===== src/rtl/booth_mult_unit_pkg.sv =====
// Shared types and constants for the radix-4 Booth multiplier.
package booth_mult_unit_pkg;

  typedef enum logic [1:0] {
    IDLE = 2'd0,
    CALC = 2'd1,
    DONE = 2'd2
  } state_t;

  localparam logic [1:0] MODE_UU = 2'b00;
  localparam logic [1:0] MODE_SS = 2'b01;
  localparam logic [1:0] MODE_SU = 2'b10;

  // Multiplicand is signed for SS and SU; reserved mode 11 falls back to unsigned.
  function automatic logic mode_a_signed(input logic [1:0] m);
    return (m == MODE_SS) || (m == MODE_SU);
  endfunction

  // Multiplier is signed only for SS.
  function automatic logic mode_b_signed(input logic [1:0] m);
    return (m == MODE_SS);
  endfunction

endpackage


===== src/rtl/booth_mult_unit_dp.sv =====
// Booth datapath: operand capture, radix-4 recoder, adder, shifter, counter, product.
import booth_mult_unit_pkg::*;

module booth_mult_dp #(
  parameter int WIDTH = 32,
  parameter int ITER  = WIDTH/2 + 1
) (
  input  logic               clk,
  input  logic               rst_n,
  input  logic               load,
  input  logic               step,
  input  logic [1:0]         mode,
  input  logic [WIDTH-1:0]   multiplicand,
  input  logic [WIDTH-1:0]   multiplier,
  output logic               tc,
  output logic [2*WIDTH-1:0] product
);

  // E: extended operand width; H: upper accumulator half, 2 guard bits for +-2A sums.
  localparam int E  = WIDTH + 2;
  localparam int H  = E + 2;
  localparam int CW = $clog2(ITER);

  logic [E-1:0]  a_q;
  logic [H-1:0]  hi_q;
  logic [E-1:0]  lo_q;
  logic          prev_q;
  logic [CW-1:0] cnt_q;

  logic [H-1:0]   a_h, addend, sum;
  logic [2:0]     win;
  logic [H+E-1:0] pair, shifted;

  assign tc  = (cnt_q == '0);
  assign a_h = {{2{a_q[E-1]}}, a_q};
  assign win = {lo_q[1:0], prev_q};

  // Recode the current window into a digit and form digit*A.
  always_comb begin
    addend = '0;
    case (win)
      3'b001, 3'b010: addend = a_h;
      3'b011:         addend = a_h << 1;
      3'b100:         addend = -(a_h << 1);
      3'b101, 3'b110: addend = -a_h;
      default:        addend = '0;
    endcase
  end

  assign sum     = hi_q + addend;
  assign pair    = {sum, lo_q};
  assign shifted = {{2{sum[H-1]}}, pair[H+E-1:2]};

  // Capture operands on load, advance one Booth step per CALC cycle.
  always_ff @(posedge clk) begin
    if (!rst_n) begin
      a_q     <= '0;
      hi_q    <= '0;
      lo_q    <= '0;
      prev_q  <= 1'b0;
      cnt_q   <= '0;
      product <= '0;
    end else if (load) begin
      a_q    <= {{2{mode_a_signed(mode) & multiplicand[WIDTH-1]}}, multiplicand};
      lo_q   <= {{2{mode_b_signed(mode) & multiplier[WIDTH-1]}}, multiplier};
      hi_q   <= '0;
      prev_q <= 1'b0;
      cnt_q  <= CW'(ITER - 1);
    end else if (step) begin
      hi_q   <= shifted[H+E-1:E];
      lo_q   <= shifted[E-1:0];
      prev_q <= lo_q[1];
      if (tc) product <= shifted[2*WIDTH-1:0];
      else    cnt_q   <= cnt_q - 1'b1;
    end
  end

endmodule


===== src/rtl/booth_mult_unit.sv =====
// Radix-4 Booth multiplier: handshake FSM around the Booth datapath.
import booth_mult_unit_pkg::*;

module booth_mult_unit #(
  parameter int WIDTH = 32,
  parameter int ITER  = WIDTH/2 + 1
) (
  input  logic               clk,
  input  logic               rst_n,
  input  logic               valid,
  output logic               in_ready,
  input  logic [1:0]         mode,
  input  logic [WIDTH-1:0]   multiplicand,
  input  logic [WIDTH-1:0]   multiplier,
  output logic [2*WIDTH-1:0] product,
  output logic               res_valid,
  input  logic               res_ready
);

  state_t state;
  logic   load, step, tc;

  assign load = (state == IDLE) && valid;
  assign step = (state == CALC);

  // Control FSM with registered handshake outputs.
  always_ff @(posedge clk) begin
    if (!rst_n) begin
      state     <= IDLE;
      in_ready  <= 1'b1;
      res_valid <= 1'b0;
    end else begin
      case (state)
        IDLE: if (valid) begin
          state    <= CALC;
          in_ready <= 1'b0;
        end
        CALC: if (tc) begin
          state     <= DONE;
          res_valid <= 1'b1;
        end
        DONE: if (res_ready) begin
          state     <= IDLE;
          res_valid <= 1'b0;
          in_ready  <= 1'b1;
        end
        default: begin
          state     <= IDLE;
          in_ready  <= 1'b1;
          res_valid <= 1'b0;
        end
      endcase
    end
  end

  booth_mult_dp #(.WIDTH(WIDTH), .ITER(ITER)) u_dp (
    .clk          (clk),
    .rst_n        (rst_n),
    .load         (load),
    .step         (step),
    .mode         (mode),
    .multiplicand (multiplicand),
    .multiplier   (multiplier),
    .tc           (tc),
    .product      (product)
  );

endmodule


===== config.mk =====
export PLATFORM = sky130hd
export DESIGN_NAME = booth_mult_unit
export DESIGN_NICKNAME = d
export VERILOG_FILES = /design/src/rtl/booth_mult_unit_pkg.sv /design/src/rtl/booth_mult_unit_dp.sv /design/src/rtl/booth_mult_unit.sv
export SDC_FILE = /design/constraint.sdc
export NUM_CORES = 1
export LEC_CHECK = 0
export ABC_AREA = 1
export CAP_MARGIN = 20
export CORE_UTILIZATION = 55
export CTS_CLUSTER_DIAMETER = 100
export DETAILED_ROUTE_END_ITERATION = 8
export PLACE_DENSITY_LB_ADDON = 0.3
export SETUP_SLACK_MARGIN = 0.05
export SYNTH_ARGS = -nofsm -noshare
export SYNTH_HDL_FRONTEND = slang
export SYNTH_SLANG_ARGS = --single-unit
export TNS_END_PERCENT = 30

===== constraint.sdc =====
create_clock -name clk -period 7.8 [get_ports clk]
set_input_delay 0.78 -clock clk [delete_from_list [all_inputs] [get_ports clk]]
set_output_delay 0.78 -clock clk [all_outputs]
set_load 0.02 [all_outputs]

==> key figures, run 1 <==
Run status
  • Status: finished clean

Detailed routing
  • Vias per cell: between 5 and 6
  • First-pass iteration count of the detailed router: 6
  • WL met1: 13.9 mm
  • Drt initial violations: a little over 800
  • WL/cell: 16.3 µm
  • Via Count: roughly 11,000
  • Detail Route Antenna Nets: 0
  • DR top layer: met4
  • WL met3: about 2.6 mm
  • # DRC: 0
  • Routed WL: 32.1 mm
  • DR WL met2: ~15 mm

Timing
  • Worst slew margin: roughly a third
  • Period utilization: 55.0%
  • RSZ-0062 raised after global routing: false
  • Fmax achieved: 0.233 GHz
  • Slew Limit Fails: 0
  • Worst-Margin Slew: 1.02 ns
  • Final hold violations: 0
  • Fin crit period: between 4 and 5 ns
  • Setup TNS: 0 ns
  • Clock Skews: around 0.011 ns
  • Final setup viols: 0

Layout
  • Fill cells: about 1,700
  • Register area: ~0.0035 mm²
  • Layout cells sized above 1: ~6.1%
  • N_diodes: 0
  • Multi-input gate area: 0.00613 mm²
  • Layout net count: around 1,800
  • Final Non-Filler Cells: 1,976
  • Area grow syn2layout: 19.4%

Logic synthesis
  • Top post-synthesis cells by count: 424 x nand2_1, 183 x nor2_1, 175 x dfxtp_1
  • Syn_area_per_cell: about 6.6 µm²
  • Synth Warn #: 0
  • Cells after synthesis: 1,605
  • Synth top area share: between 30 and 40%
  • Syn nets: 1,715
  • Post-synth top area cell: dfxtp_1
  • Synth async-reset ratio: 0%
  • Mapped cell area: 0.0106 mm²
  • Most frequent cell after synthesis: nand2_1
  • Ys flop type: dfxtp_1
  • Yosys cell types: 55
  • Sequential area share after synthesis: about a third
  • EDFF count, synth: 0
  • #FFs+latches synth: about 180
  • Area contributors post-synth: dfxtp_1 33%, nand2_1 15%, nor2_1 6.5%, inv_1 6.1%, a21oi_1 5.2%

Worst hold path
  • Type of the worst min-delay path: reg2reg
  • Hold depth: 2
  • Hold endpoint: in_ready
  • Hold path start: in_ready

Critical path
  • FF-to-FF End: u_dp.hi_q[31]
  • R2R depth: 16
  • Worst Path Required: about 8 ns
  • Worst setup SP type: flop
  • CP max stage delay: approximately 0.66 ns
  • CP arrival: around 4.7 ns
  • Worst path slowest cell: clkinv_1
  • Maximum fanout along the worst path: 19
  • Flop-to-flop setup slack: 3.51 ns
  • CP Class: reg2reg
  • RR Startpoint: u_dp.prev_q
  • Crit end category: flop
  • CP cell instances: nor2_1 > nor2_1 > nand2_1 > clkinv_1 > a221oi_1 > o21ai_0 > ha_1 > nand2_2 > nor2_1 > nand2_1 > nor4_2 > nand3_1 > nand4_1 > nand3_1 > nand2_1 > inv_1

Die
  • Initial Utilization: around 56%
  • Die H: approximately 140 µm
  • # rows: 50
  • # IOs: roughly 140
  • Die Wd: roughly 140 µm
  • Die area: a little under 0.02 mm²
  • Core area: approximately 0.019 mm²

Global route
  • Initial antenna violation count: 0
  • Grt ovf: 0
  • Vias in the first global route: around 10,000
  • Largest net degree at the start of global routing: 92
  • First-pass GRT wire length: roughly 50 mm
  • Total Routing Usage GR: around 33%

Run
  • Max_cap viols: 0

Power and ir drop
  • Cell leakage power: around 5.6 nW
  • Pwr Density: between 200 and 250 mW/mm²
  • VDD IR max: 0.000143 V

Clock network
  • Clock root buffer: clkbuf_16
  • Post-CTS Hold Buffers: 0
  • Post-CTS setup buffers: 0
  • H-Tree Level Count: 4
  • # clock sinks: 175
  • CTS Buf Count: 17
  • CTS max path bufs: 2
  • Clk Latency, worst-skew pair: roughly 0.45 ns
  • Reg clk slew, reported paths: 0.08 ns
  • Resized Gates After CTS: 0
  • CTS tree: done

Placement
  • Placer congestion estimate: 0.965
  • I/O Buffers: 135
  • Hpwl dp: about 23 mm
  • Cells after DPL: approximately 1,900
==> metrics by stage <==
stage | hold slack (ns) | cell area (µm²) | setup WS [ns] | power [W] | utilization [%]
3_3_place_gp | 0.434 | 12100 | 3.74 | 0.00170 | 64.0
2_1_floorplan | 0.440 | 10600 | 4.78 | 0.00149 | -
3_5_place_dp | 0.448 | 12100 | 3.62 | 0.00171 | 64.0
4_1_cts | 0.463 | 12700 | 3.60 | 0.00261 | 67.2
6_report | 0.457 | 12700 | 3.51 | 0.00261 | 67.3
5_1_grt | 0.483 | 12700 | 3.14 | 0.00273 | 67.3
==> kinds of logic (layout without fill, tap and decap cells) <==
| family | count (synthesis) | in the layout | share of synthesized area (%) |
|---|---|---|---|
| AO/OA/AOI/OAI | 329 | 329 | 18.2 |
| XOR/XNOR | 41 | 41 | 3.45 |
| adder cells (fa/ha/maj) | 40 | 40 | 4.79 |
| AND/OR/NAND/NOR | 770 | 770 | 31.3 |
| buffers and inverters | 250 | 361 | 9.24 |
| flip-flops | 175 | 175 | 33.0 |
==> worst max-delay path by stage <==
stage / cells past startpoint / end / slack [ns] / start
global placement: 16 / u_dp.hi_q[27] / 3.74 / u_dp.prev_q
detailed placement: 16 / u_dp.hi_q[27] / 3.62 / u_dp.prev_q
floorplan: 24 / u_dp.hi_q[28] / 4.78 / u_dp.a_q[0]
finish: 16 / u_dp.hi_q[31] / 3.51 / u_dp.prev_q
global route: 16 / u_dp.hi_q[27] / 3.14 / u_dp.prev_q
CTS: 16 / u_dp.hi_q[27] / 3.60 / u_dp.prev_q
==> sequential cells by signal (all words and copies together) (netlist names) <==
register      count
u_dp.hi_q        34
u_dp.prev_q       1
u_dp.product     64
res_valid         1
in_ready          1
u_dp.lo_q        34
state             2
u_dp.cnt_q        5
u_dp.a_q         33
==> layout make-up <==
type                       count  area share, %
clock buffer                  18           3.46
multi-input combinational   1180           48.4
tap                          260           2.57
sequential                   175           27.6
clock inverter                14           1.25
timing repair buffer         142           11.1
inverter                     187           5.54
==> placed cells by master, fill, tap and decap left out, types with 5 or more instances in the layout <==
cell type        instances
nand2_1                424
nor2_1                 182
dfxtp_1                175
inv_1                  173
clkdlybuf4s50_1        134
a21oi_1                111
o21ai_0                 89
nand3_1                 72
ha_1                    39
xor2_1                  36
a31oi_1                 33
nand4_1                 21
o21bai_1                21
o21a_1                  18
clkbuf_16               17
nand2_2                 16
o22ai_1                 14
inv_2                   11
nor2_2                   9
nor3_1                   9
o211ai_1                 9
nor2_4                   7
a21o_1                   7
o221ai_1                 6
buf_4                    6
nand3b_1                 5
inv_8                    5
inv_6                    5
==> report_power, final <==
group / switching [W] / total [W] / internal (W)
Combinational: 0.000435 / 0.000680 / 0.000246
Clock: 0.000435 / 0.000902 / 0.000467
Sequential: 0.0000623 / 0.00103 / 0.000968
Total: 0.000932 / 0.00261 / 0.00168
==> metal layers <==
layer  GRT usage [%]  vias up
met5               0        -
met1            41.1     5105
met3            8.02       62
met2            54.3      411
met4            12.0        0
li1                -     5419
==> critical path, delay by kind of cell (launching register included) <==
kind | cells | cell delay (ns)
simple gates | 11 | 2.06
buf+inv | 2 | 0.70
compound gates | 2 | 0.64
fa+ha+maj | 1 | 0.46
flops | 1 | 0.33
No activity file was read; power rests on OpenSTA's default activity.
==> run 2: changes to the inputs <==
Clock period 7.8 ns to 4.1 ns, I/O delays scaled along.
==> run 2 against run 1 <==
Compared with the run above:
- final area up 0.70%
- maximum frequency up 15%
- cell count is 0.56% higher
- register-to-register slack got worse by 3.1 ns
- via count decreased by 1.9%
- non-clock buffer count rose by 11
- die area is the same
- utilization is 0.47 points higher
- largest cell class unchanged
- largest power group unchanged
==> key figures, run 2 (synthesized netlist as in run 1, its figures left out) <==
Layout
  • Fill cells: 1,635 (-6.5%)
  • Layout net count: 1,824 (+0.61%)
  • Most frequent cells in the layout: 424 x nand2_1, 182 x nor2_1, 175 x dfxtp_1
  • N_diodes: 0 (unchanged)
  • Finished Core Util: 67.8% (+0.47 points)
  • Max reg flops: 64 (unchanged)
  • Biggest register: u_dp.product
  • Layout cells sized above 1: 6.72% (+0.60 points)
  • Most common cell after layout, fill and taps aside: nand2_1
  • Area grow syn2layout: 20.3%
  • Largest regs: u_dp.product: 64 flops, u_dp.hi_q: 34 flops, u_dp.lo_q: 34 flops

Power and ir drop
  • Sequential group share of total power: 39.9% (+0.5 points)
  • VDD IR max: 0.000272 V (+91%)
  • Pwr Density: 385 mW/mm² (+87%)
  • Combinational Power Share: 26.2% (+0.2 points)
  • Cell leakage power: 5.63 nW (+1.2%)
  • Sw Ratio: 35.9% (+0.18 points)
  • Clk network pwr share: 33.9% (-0.6 points)
  • NetSw: 0.00176 W (+89%)
  • Int Power: 0.00315 W (+88%)
  • Tot Pwr: 0.00491 W (+88%)

Placement
  • I/O Buffers: 135 (unchanged)
  • Pre-CTS WS: 0.428 ns (-3.19 ns)
  • Placer congestion estimate: 0.994 (+3.0%)
  • Hpwl dp: 23.4 mm (+2.5%)

Die
  • Die area: 0.0199 mm² (unchanged)
  • Die H: 141 µm (unchanged)
  • # IOs: 136 (unchanged)
  • Core area: 0.0188 mm² (unchanged)
  • Die Wd: 141 µm (unchanged)
  • # rows: 50 (unchanged)
  • Initial Utilization: 56.4% (unchanged)

Clock network
  • Clk Latency, worst-skew pair: 0.44 ns (about the same)
  • H-Tree Level Count: 4 (unchanged)
  • Reg clk slew, reported paths: 0.08 ns (about the same)
  • Resized Gates After CTS: 0 (unchanged)
  • Clock root buffer: clkbuf_16
  • Post-CTS setup buffers: 0 (unchanged)
  • CTS max path bufs: 2 (unchanged)
  • CTS tree: done
  • Post-CTS Hold Buffers: 0 (unchanged)
  • # clock sinks: 175 (unchanged)
  • CTS Buf Count: 17 (unchanged)

Global route
  • Total Routing Usage GR: 32.4% (-0.35 points)
  • Grt ovf: 0 (unchanged)
  • Largest net degree at the start of global routing: 69 (-25%)
  • Initial antenna violation count: 0 (unchanged)
  • Vias in the first global route: 10,266 (-0.13%)
  • First-pass GRT wire length: 50.7 mm (-1.2%)

Critical path
  • Crit end category: flop
  • CP cell instances: inv_1 > ha_1 > nand2_1 > nor2_1 > nand2_1 > nor2_4 > nand2_2 > nor2_4 > nand2_1 > xor2_1 > inv_1 > nand2_1 > nand4_1 > ha_1 > a21oi_1 > o21ai_0 > a21oi_1 > nor2_1 > nor3_1 > nand2_1 > nand2_1 > nand3_1 > nand2_1 > inv_1
  • Buf/Inv on CP: 3 (+1)
  • Worst path most repeated cell: nand2_1
  • CP arrival: 4.07 ns (-0.58 ns)
  • Worst Path Required: 4.44 ns (-3.72 ns)
  • Maximum fanout along the worst path: 4 (-15)
  • CP Class: reg2reg
  • Worst path slowest cell: ha_1
  • Worst setup SP type: flop
  • CP max stage delay: 0.37 ns (-0.29 ns)
  • Flop-to-flop setup slack: 0.37 ns (-3.14 ns)
  • Crit path max-delay family: simple AND/OR/NAND/NOR gates

Run
  • Max_cap viols: 0 (unchanged)

Timing
  • RSZ-0062 raised after global routing: false
  • Setup TNS: 0 ns (unchanged)
  • Final hold violations: 0 (unchanged)
  • Period utilization: 91.0% (+36 points)
  • Clock Skews: 0.0169 ns (+0.00582 ns)
  • Final setup viols: 0 (unchanged)
  • Worst-Margin Slew: 0.870 ns (-0.146 ns)
  • Worst Slack Setup Final: 0.368 ns (-3.14 ns)
  • Slew Limit Fails: 0 (unchanged)
  • Fin crit period: 3.73 ns (-0.558 ns)
  • Worst slew margin: 41.9% (+9.6 points)
  • Fmax achieved: 0.268 GHz (+15%)

Worst hold path
  • Type of the worst min-delay path: reg2reg

Detailed routing
  • Detail Route Antenna Nets: 0 (unchanged)
  • WL/cell: 16.0 µm (-1.9%)
  • First-pass iteration count of the detailed router: 5 (-1)
  • Via Count: 10,789 (-1.9%)
  • Drt initial violations: 860 (+3.7%)
  • Routed WL: 31.7 mm (-1.3%)
  • # DRC: 0 (unchanged)
  • Vias per cell: 5.43 (-2.4%)

Run status
  • Status: finished clean
run 2: cell count changes in the layout (fill, tap and decap cells not counted), moves of 2 or more:
cell and change:
clkinv_4 +2, clkinv_8 +4, buf_4 +12, inv_6 -3
run 2: layout make-up:
cell class                      count  area (µm²)  share of cell area (%)
Clock inverter                     14         169                    1.32
Timing Repair Buffer              153        1480                    11.6
Tap cell                          260         325                    2.55
Clock buffer                       18         439                    3.44
Sequential cell                   175        3500                    27.4
Inverter                          187         702                    5.50
Multi-Input combinational cell   1180        6140                    48.1
run 2: worst reg2reg max path, cell delays in order, from the launching register on:
cell     delay, ns
dfxtp_1       0.33
inv_1         0.16
ha_1          0.23
nand2_1       0.07
nor2_1        0.09
nand2_1       0.11
nor2_4        0.15
nand2_2       0.10
nor2_4        0.14
nand2_1       0.08
xor2_1        0.20
inv_1         0.06
nand2_1       0.06
nand4_1       0.15
ha_1          0.37
a21oi_1       0.27
o21ai_0       0.17
a21oi_1       0.24
nor2_1        0.08
nor3_1        0.19
nand2_1       0.08
nand2_1       0.08
nand3_1       0.09
nand2_1       0.08
inv_1         0.03
run 2: path summary, 6_finish.rpt:
kind,from,endpoint,cells after the start
setup / recovery,u_dp.a_q[0],u_dp.product[62],24
setup reg to reg,u_dp.a_q[0],u_dp.product[62],24
hold reg to reg,in_ready,in_ready,2
hold / removal,in_ready,in_ready,2
run 2: through the flow:
step | cell area, µm² | std cells | hold WS [ns]
finish | 12800 | 1987 | 0.458
global route | 12800 | 1987 | 0.478
CTS | 12800 | 1987 | 0.462
detailed placement | 12100 | 1955 | 0.445
global placement | 12100 | 1955 | 0.437
floorplan | 10600 | 1605 | 0.440
run 2: power groups by stage:
stage / clock, W / sequential [W] / combinational [W]
CTS: 0.00168 / 0.00196 / 0.00128
detailed placement: 0 / 0.00199 / 0.00127
floorplan: 0 / 0.00202 / 0.000818
global route: 0.00174 / 0.00197 / 0.00142
finish: 0.00167 / 0.00196 / 0.00129
global placement: 0 / 0.00199 / 0.00125
run 2: layer usage:
metal	track usage, %	vias up	wire [µm]
met5	0	-	0
met4	11.0	0	687
met3	6.79	49	2370
met2	54.0	404	14600
met1	41.4	4884	14000
li1	-	5452	-
==> run 3: changes to the inputs <==
Settings changed: SLEW_MARGIN set to 20.
==> results of run 3 <==
Same layout as run 2: the final DEF is identical, and so are final timing and power.
